==> src/rtl/truss_hdl_pkg.sv <==
// Shared types and constants for the HDL-side watchdog timer.
package truss_hdl_pkg;

    typedef enum logic [1:0] {
        IDLE    = 2'd0,
        ARMED   = 2'd1,
        EXPIRED = 2'd2
    } wd_state_t;

    localparam int DEFAULT_COUNTER_WIDTH = 32;

    localparam int PRESCALE_MIN       = 1;
    localparam int PRESCALE_MAX       = 65535;
    localparam int PRESCALE_CNT_WIDTH = 16;

endpackage

==> src/rtl/watchdog_prescaler.sv <==
// Tick generator for the watchdog: one tick every PRESCALE cycles while run is high.
module watchdog_prescaler
    import truss_hdl_pkg::*;
#(
    parameter int PRESCALE = 1
) (
    input  logic clk,
    input  logic reset,
    input  logic run,
    input  logic restart,
    output logic tick
);

    localparam int P_EFF = (PRESCALE < PRESCALE_MIN) ? PRESCALE_MIN :
                           (PRESCALE > PRESCALE_MAX) ? PRESCALE_MAX : PRESCALE;
    localparam logic [PRESCALE_CNT_WIDTH-1:0] RELOAD = PRESCALE_CNT_WIDTH'(P_EFF - 1);

    // Down-counter: reload value corresponds to phase 0, terminal count 0 is the last phase.
    logic [PRESCALE_CNT_WIDTH-1:0] remain;

    always_ff @(posedge clk or posedge reset) begin
        if (reset) begin
            remain <= RELOAD;
        end else if (restart || (run && remain == '0)) begin
            remain <= RELOAD;
        end else if (run) begin
            remain <= remain - PRESCALE_CNT_WIDTH'(1);
        end
    end

    assign tick = run && (remain == '0);

endmodule

==> src/rtl/hdl_watchdog_timer.sv <==
// HDL-side cycle watchdog: counts prescaled ticks against a latched limit and raises
// a sticky timeout flag for the testbench watchdog to sample.
//
// state   | meaning
// --------+-----------------------------------------------------------
// IDLE    | not timing; elapsed=0, waiting for arm with a nonzero limit
// ARMED   | counting ticks toward the latched limit; kick restarts
// EXPIRED | limit reached; hdl_timeout sticky until clear or reset
module hdl_watchdog_timer
    import truss_hdl_pkg::*;
#(
    parameter int COUNTER_WIDTH = DEFAULT_COUNTER_WIDTH,
    parameter int PRESCALE      = 1,
    parameter int EXP_WIDTH     = 8
) (
    input  logic                     clk,
    input  logic                     reset,
    input  logic [COUNTER_WIDTH-1:0] timeout_count,
    input  logic                     arm,
    input  logic                     kick,
    input  logic                     clear,
    output logic                     hdl_timeout,
    output logic [COUNTER_WIDTH-1:0] elapsed,
    output logic [1:0]               state,
    output logic                     zero_limit_err,
    output logic [EXP_WIDTH-1:0]     expirations
);

    wd_state_t                st;
    logic [COUNTER_WIDTH-1:0] limit;
    logic [COUNTER_WIDTH-1:0] elapsed_inc;
    logic                     tc_zero;
    logic                     tick;
    logic                     arm_ok;
    logic                     kick_ok;
    logic                     expire_now;
    logic                     restart;
    logic                     run;

    assign tc_zero     = (timeout_count == '0);
    assign elapsed_inc = elapsed + COUNTER_WIDTH'(1);
    assign run         = (st == ARMED);
    assign arm_ok      = (st == IDLE) && arm && !clear && !tc_zero;
    assign kick_ok     = (st == ARMED) && kick && !clear;
    assign expire_now  = (st == ARMED) && !clear && !kick && tick && (elapsed_inc == limit);
    assign restart     = clear || arm_ok || kick_ok || expire_now;

    watchdog_prescaler #(
        .PRESCALE (PRESCALE)
    ) u_prescaler (
        .clk     (clk),
        .reset   (reset),
        .run     (run),
        .restart (restart),
        .tick    (tick)
    );

    always_ff @(posedge clk or posedge reset) begin
        if (reset) begin
            st             <= IDLE;
            hdl_timeout    <= 1'b0;
            elapsed        <= '0;
            zero_limit_err <= 1'b0;
            expirations    <= '0;
            limit          <= '0;
        end else begin
            zero_limit_err <= 1'b0;
            if (clear) begin
                st          <= IDLE;
                hdl_timeout <= 1'b0;
                elapsed     <= '0;
            end else begin
                case (st)
                    IDLE: begin
                        if (arm) begin
                            if (tc_zero) begin
                                zero_limit_err <= 1'b1;
                            end else begin
                                limit <= timeout_count;
                                st    <= ARMED;
                            end
                        end
                    end
                    ARMED: begin
                        // A kick beats a simultaneous expiring tick.
                        if (kick) begin
                            elapsed <= '0;
                            if (tc_zero) begin
                                zero_limit_err <= 1'b1;
                            end else begin
                                limit <= timeout_count;
                            end
                        end else if (tick) begin
                            if (elapsed_inc == limit) begin
                                st          <= EXPIRED;
                                hdl_timeout <= 1'b1;
                                elapsed     <= limit;
                                if (expirations != '1) begin
                                    expirations <= expirations + EXP_WIDTH'(1);
                                end
                            end else begin
                                elapsed <= elapsed_inc;
                            end
                        end
                    end
                    EXPIRED: ;
                    default: st <= IDLE;
                endcase
            end
        end
    end

    assign state = st;

endmodule
==> config.mk <==
export PLATFORM = sky130hd
export DESIGN_NAME = hdl_watchdog_timer
export DESIGN_NICKNAME = d
export VERILOG_FILES = /design/src/rtl/truss_hdl_pkg.sv /design/src/rtl/watchdog_prescaler.sv /design/src/rtl/hdl_watchdog_timer.sv
export SDC_FILE = /design/constraint.sdc
export NUM_CORES = 1
export LEC_CHECK = 0
export CORE_UTILIZATION = 62
export CTS_BUF_LIST = sky130_fd_sc_hd__clkbuf_16
export DETAILED_ROUTE_END_ITERATION = 6
export DONT_BUFFER_PORTS = 1
export PLACE_DENSITY = 0.78
export SYNTH_ARGS = -nofsm -noshare
export SYNTH_HDL_FRONTEND = slang
export SYNTH_HIERARCHICAL = 1
export SYNTH_SLANG_ARGS = --single-unit
==> constraint.sdc <==
create_clock -name clk -period 11.35 [get_ports clk]
set_clock_uncertainty 0.1 [all_clocks]
set_input_delay 1.135 -clock clk [delete_from_list [all_inputs] [get_ports clk]]
set_output_delay 1.135 -clock clk [all_outputs]
set_load 0.01 [all_outputs]
==> summary.txt <==
number of buffers created by CTS = 9
Placer Congestion = 0.865
fin crit share = 40.3%
1st-iter DRT viols = 298
post-CTS sizing = 0
Crit Path Max Fanout = 14
leakage = 2.36 nW
Finished Layout Cells = 658
Int Power = 638 uW
WP data arrival = 4660 ps
CTS max path bufs = 2
CTS root buf = clkbuf_16
post-synth cell types = 64
met1 wire length = 5540 um
syn_area_per_cell = 9.65 um2
logic gate share of total power = 16.1%
Worst-path clk slew = 70 ps
Residual DRC = 0
Post-Synth XOR/XNOR Area = 9.85%
metal3 WL = 1060 um
top sig layer = met4
Final Setup Violations = 0
setup_tns = 0 ps
DR WL/cell = 20.1 um
maximum vdd ir drop = 0.0877 mV
cell family with most CP delay = simple AND/OR/NAND/NOR gates
Layout Nets = 588
Via density = 6.65
Post-DP HPWL = 9110 um
vias = 4375
worst skew pair latency = 340 ps
Synth Area in Compound Gates = 13.0%
Hold Fails Final Rpt = 0
DR pass1 iterations = 6
CP Launch Type = flop
row count = 33
clock share of power = 39.7%
pwr dens = 149 nW/um2
CP endpoint kind = flop
Peak Freq = 0.219 GHz
Hold Crit Class = reg2reg
Worst Max-Slew Pin Slew = 973 ps
Antenna diodes = 0
crit-path cells = nand4_1, nor3_1, nand4_1, xnor2_1, nand2_1, or4_1, nor4b_4, or3_1, inv_1, o31ai_4, a211oi_1
Setup Crit Path Kind = reg2reg
outcome = completed
Slew Viols, Final = 0
min Tclk post-route = 4580 ps
slowest stage cell, crit path = nor3_1
Die Y = 95.5 um
global route overflow = 0
post-layout util = 69.5%
largest net degree at the start of global routing = 77
RSZ-0062 raised after global routing = false
Worst Path Buf+Inv = 1
largest family of logic cells by synthesized area = simple AND/OR/NAND/NOR gates
top_reg_cell synth = dfrtp_1
postcts setup bufs = 0
post-synthesis async set-or-reset flop share = 100%
Hold-fix buffers, CTS = 0
Post-Synth Adder-Cell Area = 0.692%
Post-Synth Simple-Gate Area = 23.2%
Synthesis Warnings = 6
Req. time, crit path = 11440 ps
Overall Global Routing Usage = 30.1%
DRT Wirelength = 13200 um
cell area after synthesis = 5420 um2
initial antenna violation count = 0
Syn Inst Count = 562
Seq/Total Area, Yosys = 42.4%
Synth Net Count = 602
die width = 95.5 um
Detail Route Antenna Nets = 0
Slew headroom = 35.1%
# IOs = 81
Clock Sink Count = 92
I/O Buffers = 0
area of the die = 9130 um2
critical path's largest stage delay = 690 ps
placed insts = 642
mux cell area share after synthesis = 7.61%
switching pwr = 228 uW
most frequent cell on the critical path = nand4_1
sequential share of power = 44.2%
starting density of the core = 65.0%
max-cap viol count = 0
Core ar. = 8340 um2
ratio of cells with drive above 1 in the final layout = 13.4%
Net Sw Frac = 26.3%
first-pass GRT wire length = 20800 um
WL met2 = 6220 um
vias in the first global route = 4247
EDFF count, synth = 0
P&R area growth vs syn = 6.87%
Yosys reg bits = 92
htree depth = 3
CTS tree = yes
[stage by stage]
step | cell area (um2) | setup WS (ps) | total power [mW] | hold slack (ps)
detailed placement | 5460 | 6910 | 0.524 | 415
global placement | 5460 | 7100 | 0.518 | 403
CTS | 5800 | 6870 | 0.868 | 430
finish | 5800 | 6770 | 0.866 | 427
global route | 5800 | 6540 | 0.898 | 451
floorplan | 5420 | 7420 | 0.493 | 380
[layout by cell type (no fill, tap or decap), drive strengths merged, types with 4 or more instances in the layout]
master / n
a21o: 4
a21oi: 17
a31oi: 7
and3: 8
buf: 4
clkbuf: 9
dfrtp: 92
inv: 11
mux2: 34
nand2: 50
nand3: 22
nand4: 19
nor2: 45
nor2b: 7
nor3: 14
nor4: 17
nor4b: 4
o21ai: 45
o31ai: 14
o41ai: 7
or3: 7
or4: 4
xnor2: 41
xor2: 20
[routing by layer]
layer  vias to the layer above  global-route usage (%)
li1                       2015                       -
met1                      2100                    39.0
met2                       222                    48.3
met3                        38                    7.26
met4                         0                    12.2
met5                         -                       0
[kinds of logic after synthesis]
kind of cell | after synthesis
adder cells (fa/ha/maj) | 3
AO/OA/AOI/OAI | 111
AND/OR/NAND/NOR | 219
flip-flops | 92
multiplexers | 37
XOR/XNOR | 61
buffers and inverters | 39
[area by class of cell]
cell class,count,area (um2)
clock buffer,9,225
clock inverter,7,115
fill,643,2540
inverter,10,38.8
multi-input combinational,431,2950
sequential,92,2300
tap,105,131
timing repair buffer,4,30.0
[Yosys cell counts (4+ instances only)]
cell type	instances	share of area (%)
a21o_1	4	0.55
a21oi_1	17	1.6
a31oi_1	7	0.81
and3_1	8	0.92
buf_2	11	1.0
clkbuf_1	15	1.0
dfrtp_1	92	42
inv_1	10	0.69
mux2_2	32	6.6
nand2_1	50	3.5
nand3_1	21	1.9
nand4_1	16	1.8
nor2_1	45	3.1
nor2b_1	7	0.81
nor3_1	12	1.1
nor4_1	14	1.6
o21ai_0	44	4.1
o31ai_1	13	1.8
o41ai_1	7	1.1
or3_1	7	0.81
xnor2_1	41	6.6
xor2_1	20	3.2
[path summary, 6_finish.rpt]
| path | start | end | slack, ps | cells past startpoint |
|---|---|---|---|---|
| max | elapsed[3] | u_prescaler/remain[1] | 6770 | 11 |
| min | limit[0] | limit[0] | 430 | 1 |
| min reg2reg | limit[0] | limit[0] | 430 | 1 |
| max reg2reg | elapsed[3] | u_prescaler/remain[1] | 6770 | 11 |
| min in group asynchronous | reset | u_prescaler/remain[3] | 650 | 1 |
| max in group asynchronous | reset | state[0] | 9630 | 2 |
[sequential cells by signal, indices dropped and copies added (netlist names)]
name	cells
elapsed	32
expirations	8
hdl_timeout	1
limit	32
state	2
u_prescaler/remain	16
zero_limit_err	1
[worst reg2reg max path, cell delays in order, from the launching register on]
cell      delay [ps]
dfrtp_1          570
nand4_1          580
nor3_1           700
nand4_1          320
xnor2_1          270
nand2_1          120
or4_1            580
nor4b_4          560
or3_1            250
inv_1             90
o31ai_4          160
a211oi_1         120
[power groups by stage]
stage                     combinational [mW]  sequential, mW  clock, mW
after floorplan                        0.113           0.380          0
after global placement                 0.131           0.387          0
after detailed placement               0.136           0.389          0
after CTS                              0.139           0.382      0.346
after global routing                   0.151           0.386      0.361
final                                  0.139           0.383      0.344
(Power assumes the default switching activity.)
